--- src/rtl/router_pkt_tx_if.sv ---
// Purpose: payload-stream and router-side bus of router_pkt_tx.
//   src_data/src_valid/src_ready : valid/ready payload byte stream into the buffer
//   busy                         : router back-pressure, holds the current beat
//   data_out/pkt_valid           : registered byte stream to router data_in
//   header/parity/payload_len/addr : descriptors of the packet in flight
//   tx_done                      : one-cycle pulse when the parity beat is accepted
// modport master = packet source (router_pkt_tx); slave = payload feeder / router side.
interface router_pkt_tx_if;
    logic [7:0] src_data;
    logic       src_valid;
    logic       src_ready;
    logic       busy;
    logic [7:0] data_out;
    logic       pkt_valid;
    logic [7:0] header;
    logic [7:0] parity;
    logic [5:0] payload_len;
    logic [1:0] addr;
    logic       tx_done;

    modport master (
        input  src_data, src_valid, busy,
        output src_ready, data_out, pkt_valid, header, parity, payload_len, addr, tx_done
    );

    modport slave (
        output src_data, src_valid, busy,
        input  src_ready, data_out, pkt_valid, header, parity, payload_len, addr, tx_done
    );
endinterface

--- src/rtl/router_pkt_tx.sv ---
// Purpose: packet source for the 1x3 router input port. Buffers one payload
// from a valid/ready byte stream, then sends header, payload and parity to the
// router, holding the current beat while the router reports busy.
// Ports:
//   clock, reset : rising-edge clock, synchronous active-high reset
//   start        : packet request, sampled only in IDLE
//   addr_in      : destination port (0..2; BAD_ADDR rejected)
//   len_in       : payload length 1..63 (0 rejected)
//   inj_err      : only with PARITY_ERR_INJ_EN; sends inverted parity beat
//   req_err      : one-cycle pulse after a rejected start
//   tx_idle      : high while IDLE
//   bus          : router_pkt_tx_if.master (payload stream + router outputs)
// Optional feature macro: PARITY_ERR_INJ_EN (parity error injection).
module router_pkt_tx #(
    parameter int unsigned GAP_CYCLES = 2,
    parameter logic [1:0]  BAD_ADDR   = 2'd3
) (
    input  logic               clock,
    input  logic               reset,
    input  logic               start,
    input  logic [1:0]         addr_in,
    input  logic [5:0]         len_in,
`ifdef PARITY_ERR_INJ_EN
    input  logic               inj_err,
`endif
    output logic               req_err,
    output logic               tx_idle,
    router_pkt_tx_if.master    bus
);

    localparam int unsigned DEPTH = 64;
    localparam int unsigned GAP_W = (GAP_CYCLES > 2) ? $clog2(GAP_CYCLES) : 1;

    typedef enum logic [2:0] {
        S_IDLE    = 3'd0,
        S_LOAD    = 3'd1,
        S_HEADER  = 3'd2,
        S_PAYLOAD = 3'd3,
        S_PARITY  = 3'd4,
        S_GAP     = 3'd5
    } state_e;

    state_e           state_q;
    logic [5:0]       len_q;
    logic [1:0]       addr_q;
    logic [7:0]       header_q;
    logic [7:0]       parity_q;
    logic [5:0]       wptr_q;
    logic [5:0]       rptr_q;
    logic [GAP_W-1:0] gap_cnt_q;
    logic             src_ready_q;
    logic [7:0]       data_out_q;
    logic             pkt_valid_q;
    logic             tx_done_q;
    logic             req_err_q;
    logic             tx_idle_q;
    logic [7:0]       pay_buf_q [DEPTH];
`ifdef PARITY_ERR_INJ_EN
    logic             inj_q;
`endif

    logic             start_ok_c;
    logic             last_wr_c;
    logic             last_rd_c;
    logic [7:0]       par_beat_c;

    // Request qualification and pointer end-of-packet detection
    always_comb begin
        start_ok_c = (len_in != 6'd0) && (addr_in != BAD_ADDR);
        last_wr_c  = (wptr_q == (len_q - 6'd1));
        last_rd_c  = (rptr_q == (len_q - 6'd1));
`ifdef PARITY_ERR_INJ_EN
        par_beat_c = parity_q ^ {8{inj_q}};
`else
        par_beat_c = parity_q;
`endif
    end

    // Payload buffer; contents are don't-care after reset so it carries no reset
    always_ff @(posedge clock) begin
        if (state_q == S_LOAD && bus.src_valid) begin
            pay_buf_q[wptr_q] <= bus.src_data;
        end
    end

    // Packet sequencer with registered outputs
    always_ff @(posedge clock) begin
        if (reset) begin
            state_q     <= S_IDLE;
            len_q       <= 6'd0;
            addr_q      <= 2'd0;
            header_q    <= 8'd0;
            parity_q    <= 8'd0;
            wptr_q      <= 6'd0;
            rptr_q      <= 6'd0;
            gap_cnt_q   <= GAP_W'(0);
            src_ready_q <= 1'b0;
            data_out_q  <= 8'd0;
            pkt_valid_q <= 1'b0;
            tx_done_q   <= 1'b0;
            req_err_q   <= 1'b0;
            tx_idle_q   <= 1'b1;
`ifdef PARITY_ERR_INJ_EN
            inj_q       <= 1'b0;
`endif
        end else begin
            tx_done_q <= 1'b0;
            req_err_q <= 1'b0;
            case (state_q)
                S_IDLE: begin
                    if (start) begin
                        if (start_ok_c) begin
                            len_q       <= len_in;
                            addr_q      <= addr_in;
                            header_q    <= {len_in, addr_in};
                            parity_q    <= {len_in, addr_in};
                            wptr_q      <= 6'd0;
                            src_ready_q <= 1'b1;
                            tx_idle_q   <= 1'b0;
`ifdef PARITY_ERR_INJ_EN
                            inj_q       <= inj_err;
`endif
                            state_q     <= S_LOAD;
                        end else begin
                            req_err_q <= 1'b1;
                        end
                    end
                end
                S_LOAD: begin
                    if (bus.src_valid) begin
                        parity_q <= parity_q ^ bus.src_data;
                        wptr_q   <= wptr_q + 6'd1;
                        // Header goes out the cycle right after the last payload beat
                        if (last_wr_c) begin
                            src_ready_q <= 1'b0;
                            data_out_q  <= header_q;
                            pkt_valid_q <= 1'b1;
                            state_q     <= S_HEADER;
                        end
                    end
                end
                S_HEADER: begin
                    if (!bus.busy) begin
                        rptr_q     <= 6'd0;
                        data_out_q <= pay_buf_q[0];
                        state_q    <= S_PAYLOAD;
                    end
                end
                S_PAYLOAD: begin
                    if (!bus.busy) begin
                        if (last_rd_c) begin
                            data_out_q  <= par_beat_c;
                            pkt_valid_q <= 1'b0;
                            state_q     <= S_PARITY;
                        end else begin
                            rptr_q     <= rptr_q + 6'd1;
                            data_out_q <= pay_buf_q[rptr_q + 6'd1];
                        end
                    end
                end
                S_PARITY: begin
                    if (!bus.busy) begin
                        data_out_q <= 8'd0;
                        tx_done_q  <= 1'b1;
                        gap_cnt_q  <= GAP_W'(0);
                        state_q    <= S_GAP;
                    end
                end
                S_GAP: begin
                    // Fixed idle spacing; router busy is not consulted here
                    if (gap_cnt_q == GAP_W'(GAP_CYCLES - 1)) begin
                        tx_idle_q <= 1'b1;
                        state_q   <= S_IDLE;
                    end else begin
                        gap_cnt_q <= gap_cnt_q + GAP_W'(1);
                    end
                end
                default: begin
                    state_q <= S_IDLE;
                end
            endcase
        end
    end

    assign bus.src_ready   = src_ready_q;
    assign bus.data_out    = data_out_q;
    assign bus.pkt_valid   = pkt_valid_q;
    assign bus.header      = header_q;
    assign bus.parity      = parity_q;
    assign bus.payload_len = len_q;
    assign bus.addr        = addr_q;
    assign bus.tx_done     = tx_done_q;
    assign req_err         = req_err_q;
    assign tx_idle         = tx_idle_q;

endmodule

--- src/flat_wrapper.sv ---
// flat-port wrapper written by rule: the top's interface ports become plain ports
module router_pkt_tx_flat 
#(
    parameter int unsigned GAP_CYCLES = 2,
    parameter logic [1:0]  BAD_ADDR   = 2'd3
)
  (clock, reset, start, addr_in, len_in, req_err, tx_idle, bus_src_data, bus_src_valid, bus_busy, bus_src_ready, bus_data_out, bus_pkt_valid, bus_header, bus_parity, bus_payload_len, bus_addr, bus_tx_done);
  router_pkt_tx_if bus_i ();
  input  logic clock;
  input  logic reset;
  input  logic start;
  input  logic [1:0] addr_in;
  input  logic [5:0] len_in;
  output logic req_err;
  output logic tx_idle;
  input wire logic [$bits(bus_i.src_data)-1:0] bus_src_data;
  input wire logic [$bits(bus_i.src_valid)-1:0] bus_src_valid;
  input wire logic [$bits(bus_i.busy)-1:0] bus_busy;
  output wire logic [$bits(bus_i.src_ready)-1:0] bus_src_ready;
  output wire logic [$bits(bus_i.data_out)-1:0] bus_data_out;
  output wire logic [$bits(bus_i.pkt_valid)-1:0] bus_pkt_valid;
  output wire logic [$bits(bus_i.header)-1:0] bus_header;
  output wire logic [$bits(bus_i.parity)-1:0] bus_parity;
  output wire logic [$bits(bus_i.payload_len)-1:0] bus_payload_len;
  output wire logic [$bits(bus_i.addr)-1:0] bus_addr;
  output wire logic [$bits(bus_i.tx_done)-1:0] bus_tx_done;
  assign bus_i.src_data = bus_src_data;
  assign bus_i.src_valid = bus_src_valid;
  assign bus_i.busy = bus_busy;
  assign bus_src_ready = bus_i.src_ready;
  assign bus_data_out = bus_i.data_out;
  assign bus_pkt_valid = bus_i.pkt_valid;
  assign bus_header = bus_i.header;
  assign bus_parity = bus_i.parity;
  assign bus_payload_len = bus_i.payload_len;
  assign bus_addr = bus_i.addr;
  assign bus_tx_done = bus_i.tx_done;
  router_pkt_tx #(.GAP_CYCLES(GAP_CYCLES), .BAD_ADDR(BAD_ADDR)) u_core (.clock(clock), .reset(reset), .start(start), .addr_in(addr_in), .len_in(len_in), .req_err(req_err), .tx_idle(tx_idle), .bus(bus_i));
endmodule
--- config.mk ---
export PLATFORM = sky130hd
export DESIGN_NAME = router_pkt_tx_flat
export DESIGN_NICKNAME = d
export VERILOG_FILES = /design/src/rtl/router_pkt_tx_if.sv /design/src/rtl/router_pkt_tx.sv /design/src/flat_wrapper.sv
export SDC_FILE = /design/constraint.sdc
export NUM_CORES = 1
export LEC_CHECK = 0
export BUFFER_PORTS_ARGS = -buffer_cell sky130_fd_sc_hd__buf_2
export CAP_MARGIN = 20
export CELL_PAD_IN_SITES_DETAIL_PLACEMENT = 1
export CELL_PAD_IN_SITES_GLOBAL_PLACEMENT = 2
export CORE_UTILIZATION = 40
export DETAILED_ROUTE_END_ITERATION = 10
export HOLD_SLACK_MARGIN = 0.08
export PLACE_DENSITY_LB_ADDON = 0.1
export REMOVE_ABC_BUFFERS = 1
export SLEW_MARGIN = 10
export SYNTH_ARGS = -nofsm -noshare
export SYNTH_HDL_FRONTEND = slang
export SYNTH_SLANG_ARGS = --single-unit
--- constraint.sdc ---
create_clock -name clock -period 3.1 [get_ports clock]
set_input_delay 0.62 -clock clock [delete_from_list [all_inputs] [get_ports clock]]
set_output_delay 0.62 -clock clock [all_outputs]
set_load 0.02 [all_outputs]
==> implementation parameters, run 1 <==
Parameter                              Value

Timing
  Transition at the pin with the smallest max-transition slack ... 856 ps
  Worst max-slew margin expressed relative to the limit ... 41.4%
  Worst setup slack after layout ... 230 ps
  RSZ-0062 raised after global routing ... no
  Number of endpoints with negative hold slack in the final report ... 0
  Minimum clock period ... 2870 ps
  Pins over their slew limit ... 0
  Setup TNS ... 0 ps
  Post-route clock period utilization ... 92.6%
  Clock skew after layout ... 18.7 ps
  Top achievable clock speed ... 348 MHz
  Final number of setup-violating endpoints ... 0

Finish
  Post-route cell area ... 0.0268 mm2
  Area grow syn2layout ... 17.6%
  Fraction of final layout cells sized beyond drive strength 1 ... 21.2%
  Number of non-filler instances in the completed layout ... 2,514
  Diode count ... 0
  Final net count ... 1,734

CTS
  Clock insertion delay at the later pin of the skew report ... 640 ps
  Root buf cell ... clkbuf_16
  Total clock buffers created by CTS ... 58
  CTS tree ... yes
  Clock-pin slew of the registers on the worst-case setup and hold paths ... 60 ps
  Number of levels the H-tree was split into ... 2
  Clk buf depth ... 3
  Count of buffers added by post-CTS timing repair for setup ... 0
  Clock sink count ... 557

Global routing
  Overall overflow remaining after global route ... 0
  Number of global-route vias before repair ... 14,500
  Largest net degree at the start of global routing ... 66
  First-pass GRT wire length ... 94,700 um
  Initial antenna violation count ... 2
  GR Util All Layers ... 22.5%

Detailed routing
  Vias per cell ... 5.47
  Iteration-0 DRC count of the detailed router ... 935
  Vias ... 13,800
  Number of nets with antenna violations after routing ... 0
  Final wirelength ... 63,600 um
  Per-cell routed wire length ... 25.3 um
  Drc violations ... 0
  Detailed-router iteration count before antenna repair ... 4

Yosys
  Share of the synthesized area in the top cell type ... 67.5%
  Leading cell type by number of instances after synthesis ... edfxtp_1
  Async S/R FF share, synth ... 0%
  Count of cell types in the netlist ... 60
  Post-Synthesis Cell Area ... 0.0228 mm2
  Ranking of synthesized cells by area ... edfxtp_1 68%, mux4_2 6.9%, dfxtp_1 4.0%
  Sequential element share of the synthesized area ... 71.5%
  Total of flip-flops plus latches after synthesis ... 557
  Most frequently used flop master after synthesis ... edfxtp_1
  Largest area contributor in the netlist ... edfxtp_1
  Average cell area after synthesis ... 14.7 um2
  Count of flip-flops with a built-in enable after synthesis ... 512
  Top cell types by occurrence after synthesis ... 512 x edfxtp_1, 228 x nand2_1, 136 x nor2_1
  Number of synthesis warnings ... 0
  Mapped Cells ... 1,548

Critical path
  Critical path data required time ... 3630 ps
  Startpoint-to-endpoint class of the critical path ... reg -> reg
  Critical path fanouts, max ... 9
  Kind of end point of the critical path ... flip-flop
  Crit path arrival time ... 3400 ps
  Setup crit start kind ... flip-flop
  Max stage delay on crit path ... 640 ps
  Buf/Inv on CP ... 0
  Slowest stage cell on the critical path ... nor3b_1
  Kind of cell adding the most delay to the critical path ... simple AND/OR/NAND/NOR gates
  CP Cell Sequence ... nor4_1 -> nor2b_1 -> xnor3_1 -> nand4_1 -> nor3b_1 -> a22oi_1 -> nor2_1

Floorplan
  Area of the die ... 0.0579 mm2
  Initial Utilization ... 40.5%
  DIE WIDTH ... 241 um
  Total I/O pin count ... 58
  Vertical die dimension ... 241 um
  Standard-cell row count ... 87
  CORE AREA ... 0.0563 mm2

Pwr
  Final Total Pwr ... 15.7 mW
  Leakage power of the design ... 8.77 nW
  Maximum vdd ir drop ... 0.000559 V
  PD cells ... 585 mW/mm2

Placement
  Worst-case setup slack after placement ... 109 ps
  Detailed placement HPWL ... 41,800 um
  Number of buffers inserted by port buffering ... 57
  Final RePlAce weighted congestion ... 0.833
  Post-placement cell area ... 0.0249 mm2
  Placed cell count ... 2,406

Hold path
  Path category of the worst min-delay check ... in -> reg

Outcome
  Outcome ... completed

Job
  Total of max-cap violations ... 0
cell usage in the layout (no fill, tap or decap), types with 14 or more instances in the layout:
cell type | Yosys | final
a21oi_1 | 49 | 49
a22oi_1 | 22 | 22
a31oi_1 | 25 | 25
buf_2 | 22 | 57
buf_4 | 8 | 136
clkbuf_1 | 66 | 14
clkbuf_16 | 0 | 58
clkinv_1 | 0 | 14
dfxtp_1 | 45 | 44
edfxtp_1 | 512 | 512
mux2i_1 | 50 | 50
mux4_2 | 70 | 70
nand2_1 | 228 | 228
nand3_1 | 92 | 92
nand4_1 | 15 | 15
nor2_1 | 136 | 135
nor3_1 | 19 | 19
nor3b_1 | 20 | 20
o21ai_0 | 30 | 30
sequential cells by signal (all words and copies together), names as in the netlist:
register and count:
u_core.tx_idle 1, u_core.bus.header 7, u_core.bus.tx_done 1, u_core.req_err 1, u_core.bus.parity 8, u_core.wptr_q 6, u_core.pay_buf_q 512, u_core.bus.data_out 8
u_core.state_q 3, u_core.gap_cnt_q 1, u_core.bus.src_ready 1, u_core.bus.payload_len 1, u_core.bus.pkt_valid 1, u_core.rptr_q 6
per-layer routing:
layer | vias up | share of wire (%) | GRT usage (%)
li1 | 6230 | - | -
met1 | 7215 | 46 | 31.9
met2 | 223 | 49 | 36.8
met3 | 83 | 3.1 | 2.89
met4 | 0 | 2.0 | 5.44
met5 | - | 0 | 0
final timing paths:
check                            start                   end  slack (ps)  cells after the start
setup / recovery  u_core.bus.header[2]      u_core.rptr_q[1]         230                      7
hold / removal               len_in[1]  u_core.bus.header[3]         280                      3
setup reg to reg  u_core.bus.header[2]      u_core.rptr_q[1]         230                      7
hold reg to reg       u_core.gap_cnt_q      u_core.gap_cnt_q         500                      2
through the flow:
step	hold slack, ps	utilization (%)
2_1_floorplan	461	-
3_3_place_gp	473	44.2
3_5_place_dp	491	44.2
4_1_cts	241	47.6
5_1_grt	248	47.6
6_report	277	47.6
worst reg2reg max path: stages, from the launching register on:
cell,delay [ps]
dfxtp_1,410
nor4_1,550
nor2b_1,300
xnor3_1,250
nand4_1,250
nor3b_1,640
a22oi_1,150
nor2_1,240
cells by family after synthesis:
kind of cell	synth area share (%)
buffers and inverters	2.18
flip-flops	71.5
adder cells (fa/ha/maj)	0.165
XOR/XNOR	1.04
multiplexers	9.12
AND/OR/NAND/NOR	10.8
AO/OA/AOI/OAI	5.25
cell type report:
cell class                 instances  area, um2
fill                            5558      29500
tap                              756        946
inverter                           9       33.8
timing repair buffer             206       1570
multi-input combinational        878       6060
sequential                       557      16300
clock inverter                    34        359
clock buffer                      74       1530
power breakdown:
part	internal [mW]	switching [mW]
combinational	0.131	0.319
clock	3.99	2.96
sequential	8.22	0.0370
what timing repair did:
| item | in CTS | in global routing |
|---|---|---|
| setup endpoints to repair | 0 | 2 |
| hold buffers | 0 | 0 |
| resized for setup | 0 | 1 |
(Power assumes the default switching activity.)
==> run 2: changes to the inputs <==
Settings changed: CORE_ASPECT_RATIO set to 1.4, CORE_UTILIZATION 40 to 46, RECOVER_POWER set to 100.
==> run 2 against run 1 <==
The run now ends with capacitance limit, slew limit left. Sequential power barely moved. Global-route usage is 3.3 points higher. Sequential share of layout area rose by 1.5 points. Worst hold slack got worse by 2.4 ps. Setup slack got worse by 60 ps. Clock skew grew 4.3 ps. Maximum frequency decreased by 2.0%. Non-clock buffer count is 17 lower. Power about the same. Combinational power down 3%. Largest cell class unchanged. Largest power group unchanged.
==> implementation parameters, run 2 (synthesis results as in run 1) <==
Parameter                              Value

CTS
  Count of buffers added by post-CTS timing repair for setup ... 0
  CTS hold repair buffers ... 0
  CTS tree ... yes
  Total clock buffers created by CTS ... 54
  Number of levels the H-tree was split into ... 2
  Count of instances resized after the clock tree is built ... 0
  Clock insertion delay at the later pin of the skew report ... 620 ps
  Clock sink count ... 557
  Clk buf depth ... 3
  Clock-pin slew of the registers on the worst-case setup and hold paths ... 60 ps
  Root buf cell ... clkbuf_16

Detailed routing
  Per-cell routed wire length ... 26.8 um
  Vias ... 13,800
  Number of nets with antenna violations after routing ... 0
  Detailed-router iteration count before antenna repair ... 5
  Iteration-0 DRC count of the detailed router ... 975
  Vias per cell ... 5.81
  Final wirelength ... 63,500 um
  Drc violations ... 0

Job
  Total of max-cap violations ... 6

Pwr
  Maximum vdd ir drop ... 0.000512 V
  Sequential share of power ... 52.8%
  Final Total Pwr ... 15.7 mW
  Leakage power of the design ... 8.29 nW
  Total net switching power ... 3.26 mW
  Internal power summed over all cells ... 12.4 mW
  PD cells ... 599 mW/mm2
  Net switching share of the total power ... 20.8%
  Clock network fraction of design power ... 44.5%
  Combinational group share of total power ... 2.8%

Critical path
  Worst-case reg-to-reg path depth ... 9
  Launch point of the critical path ... u_core.bus.header[2]
  Slowest stage cell on the critical path ... nor4_1
  Critical path data required time ... 3580 ps
  Kind of cell adding the most delay to the critical path ... simple AND/OR/NAND/NOR gates
  Capturing instance or port of the critical path ... u_core.bus.data_out[6]
  Buf/Inv on CP ... 2
  CP Cell Sequence ... buf_4 -> nor4_1 -> nor2b_1 -> xnor3_1 -> nand4_1 -> buf_4 -> o21ai_0 -> a22oi_1 -> o21ai_0
  End of the worst register-to-register path ... u_core.bus.data_out[6]
  Max stage delay on crit path ... 490 ps
  Kind of end point of the critical path ... flip-flop
  Critical path fanouts, max ... 8
  Critical Path Stages ... 9
  Setup crit start kind ... flip-flop
  Setup slack of the most critical reg-to-reg path ... 170 ps
  Startpoint-to-endpoint class of the critical path ... reg -> reg
  Crit path arrival time ... 3410 ps
  Launch instance of the worst register-to-register path ... u_core.bus.header[2]

Finish
  Post-route cell area ... 0.0261 mm2
  Number of non-filler instances in the completed layout ... 2,369
  Flip-flop count of the largest register, all copies and words added ... 512
  Final net count ... 1,713
  Register ranked first by flip-flop count ... u_core.pay_buf_q
  Area grow syn2layout ... 14.7%
  Diode count ... 0
  Commonest cells after routing, fill and taps aside ... 512 x edfxtp_1, 228 x nand2_1, 135 x nor2_1
  Leading cell type in the layout, fill and taps excluded ... edfxtp_1
  Layout filler cell count ... 4,663
  Fraction of final layout cells sized beyond drive strength 1 ... 15.6%

Placement
  Post-placement cell area ... 0.0246 mm2
  Placed cell count ... 2,270
  Number of buffers inserted by port buffering ... 57
  Detailed placement HPWL ... 41,900 um
  Final RePlAce weighted congestion ... 0.828

Floorplan
  DIE WIDTH ... 190 um
  CORE AREA ... 0.0489 mm2
  Standard-cell row count ... 96
  Vertical die dimension ... 265 um
  Initial Utilization ... 46.6%
  Total I/O pin count ... 58
  Area of the die ... 0.0504 mm2

Timing
  Minimum clock period ... 2930 ps
  Clock skew after layout ... 23.0 ps
  Top achievable clock speed ... 341 MHz
  RSZ-0062 raised after global routing ... no
  Worst max-slew margin expressed relative to the limit ... -31.6%
  Post-route clock period utilization ... 94.5%
  Transition at the pin with the smallest max-transition slack ... 1970 ps
  Final number of setup-violating endpoints ... 0
  Setup TNS ... 0 ps
  Number of endpoints with negative hold slack in the final report ... 0
  Pins over their slew limit ... 207
  Worst hold slack after final layout ... 274 ps

Outcome
  Outcome ... finished with violations
  Violated checks ... capacitance limit, slew limit

Global routing
  First-pass GRT wire length ... 93,600 um
  Initial antenna violation count ... 0
  Number of global-route vias before repair ... 14,400
  Overall overflow remaining after global route ... 0
  Largest net degree at the start of global routing ... 64
  GR Util All Layers ... 25.8%

Hold path
  Path category of the worst min-delay check ... in -> reg
## run 2: cell types whose count changed in the layout (fill, tap and decap cells not counted), moves of 5 or more
cell | before | now
buf_4 | 136 | 41
clkbuf_1 | 14 | 93
buf_2 | 57 | 16
clkbuf_2 | 0 | 33
inv_6 | 0 | 5
## run 2: per-stage QoR
stage	util, %	setup slack, ps
2_1_floorplan	-	-7300
3_3_place_gp	50.3	225
3_5_place_dp	50.3	149
4_1_cts	54.1	140
5_1_grt	53.4	12.5
6_report	53.4	170
## run 2: layout make-up
type	instances	area [um2]	share of cell area, %
multi-input cells	878	6050	23.2
repair buffers	189	1090	4.16
flip-flops and latches	557	16300	62.3
inverters	9	33.8	0.129
well taps	637	797	3.05
clock buffers	61	1420	5.43
clock inverters	38	450	1.72
## run 2: routing by layer
layer	routed length, um	track usage (%)
met5	0	0
met4	2300	9.92
met3	2470	3.44
met2	33300	45.3
met1	25400	32.1
## run 2: worst reg2reg max path, delay by kind of cell, from the launching register on
kind,cells,cell delay [ps]
AND/OR/NAND/NOR,3,1020
AO/OA/AOI/OAI,3,830
buffers and inverters,2,400
flip-flops,1,310
XOR/XNOR,1,240
## run 2: worst min path at each step
| stage | start | endpoint | slack, ps | depth (start not counted) |
|---|---|---|---|---|
| after floorplan | u_core.gap_cnt_q | u_core.gap_cnt_q | 460 | 2 |
| final | addr_in[1] | u_core.bus.header[1] | 270 | 3 |
| after CTS | addr_in[1] | u_core.bus.header[1] | 250 | 3 |
| after detailed placement | u_core.bus.data_out[2] | u_core.bus.data_out[2] | 490 | 2 |
| after global routing | addr_in[1] | u_core.bus.header[1] | 280 | 3 |
| after global placement | u_core.tx_idle | u_core.tx_idle | 470 | 2 |
## run 2: power by group through the flow
stage | clock network [mW] | registers [mW] | logic (mW)
final | 6.96 | 8.26 | 0.435
after global placement | 0 | 8.41 | 0.448
after floorplan | 0 | 8.44 | 0.145
after CTS | 7.10 | 8.25 | 0.458
after detailed placement | 0 | 8.42 | 0.457
after global routing | 7.32 | 8.26 | 0.474
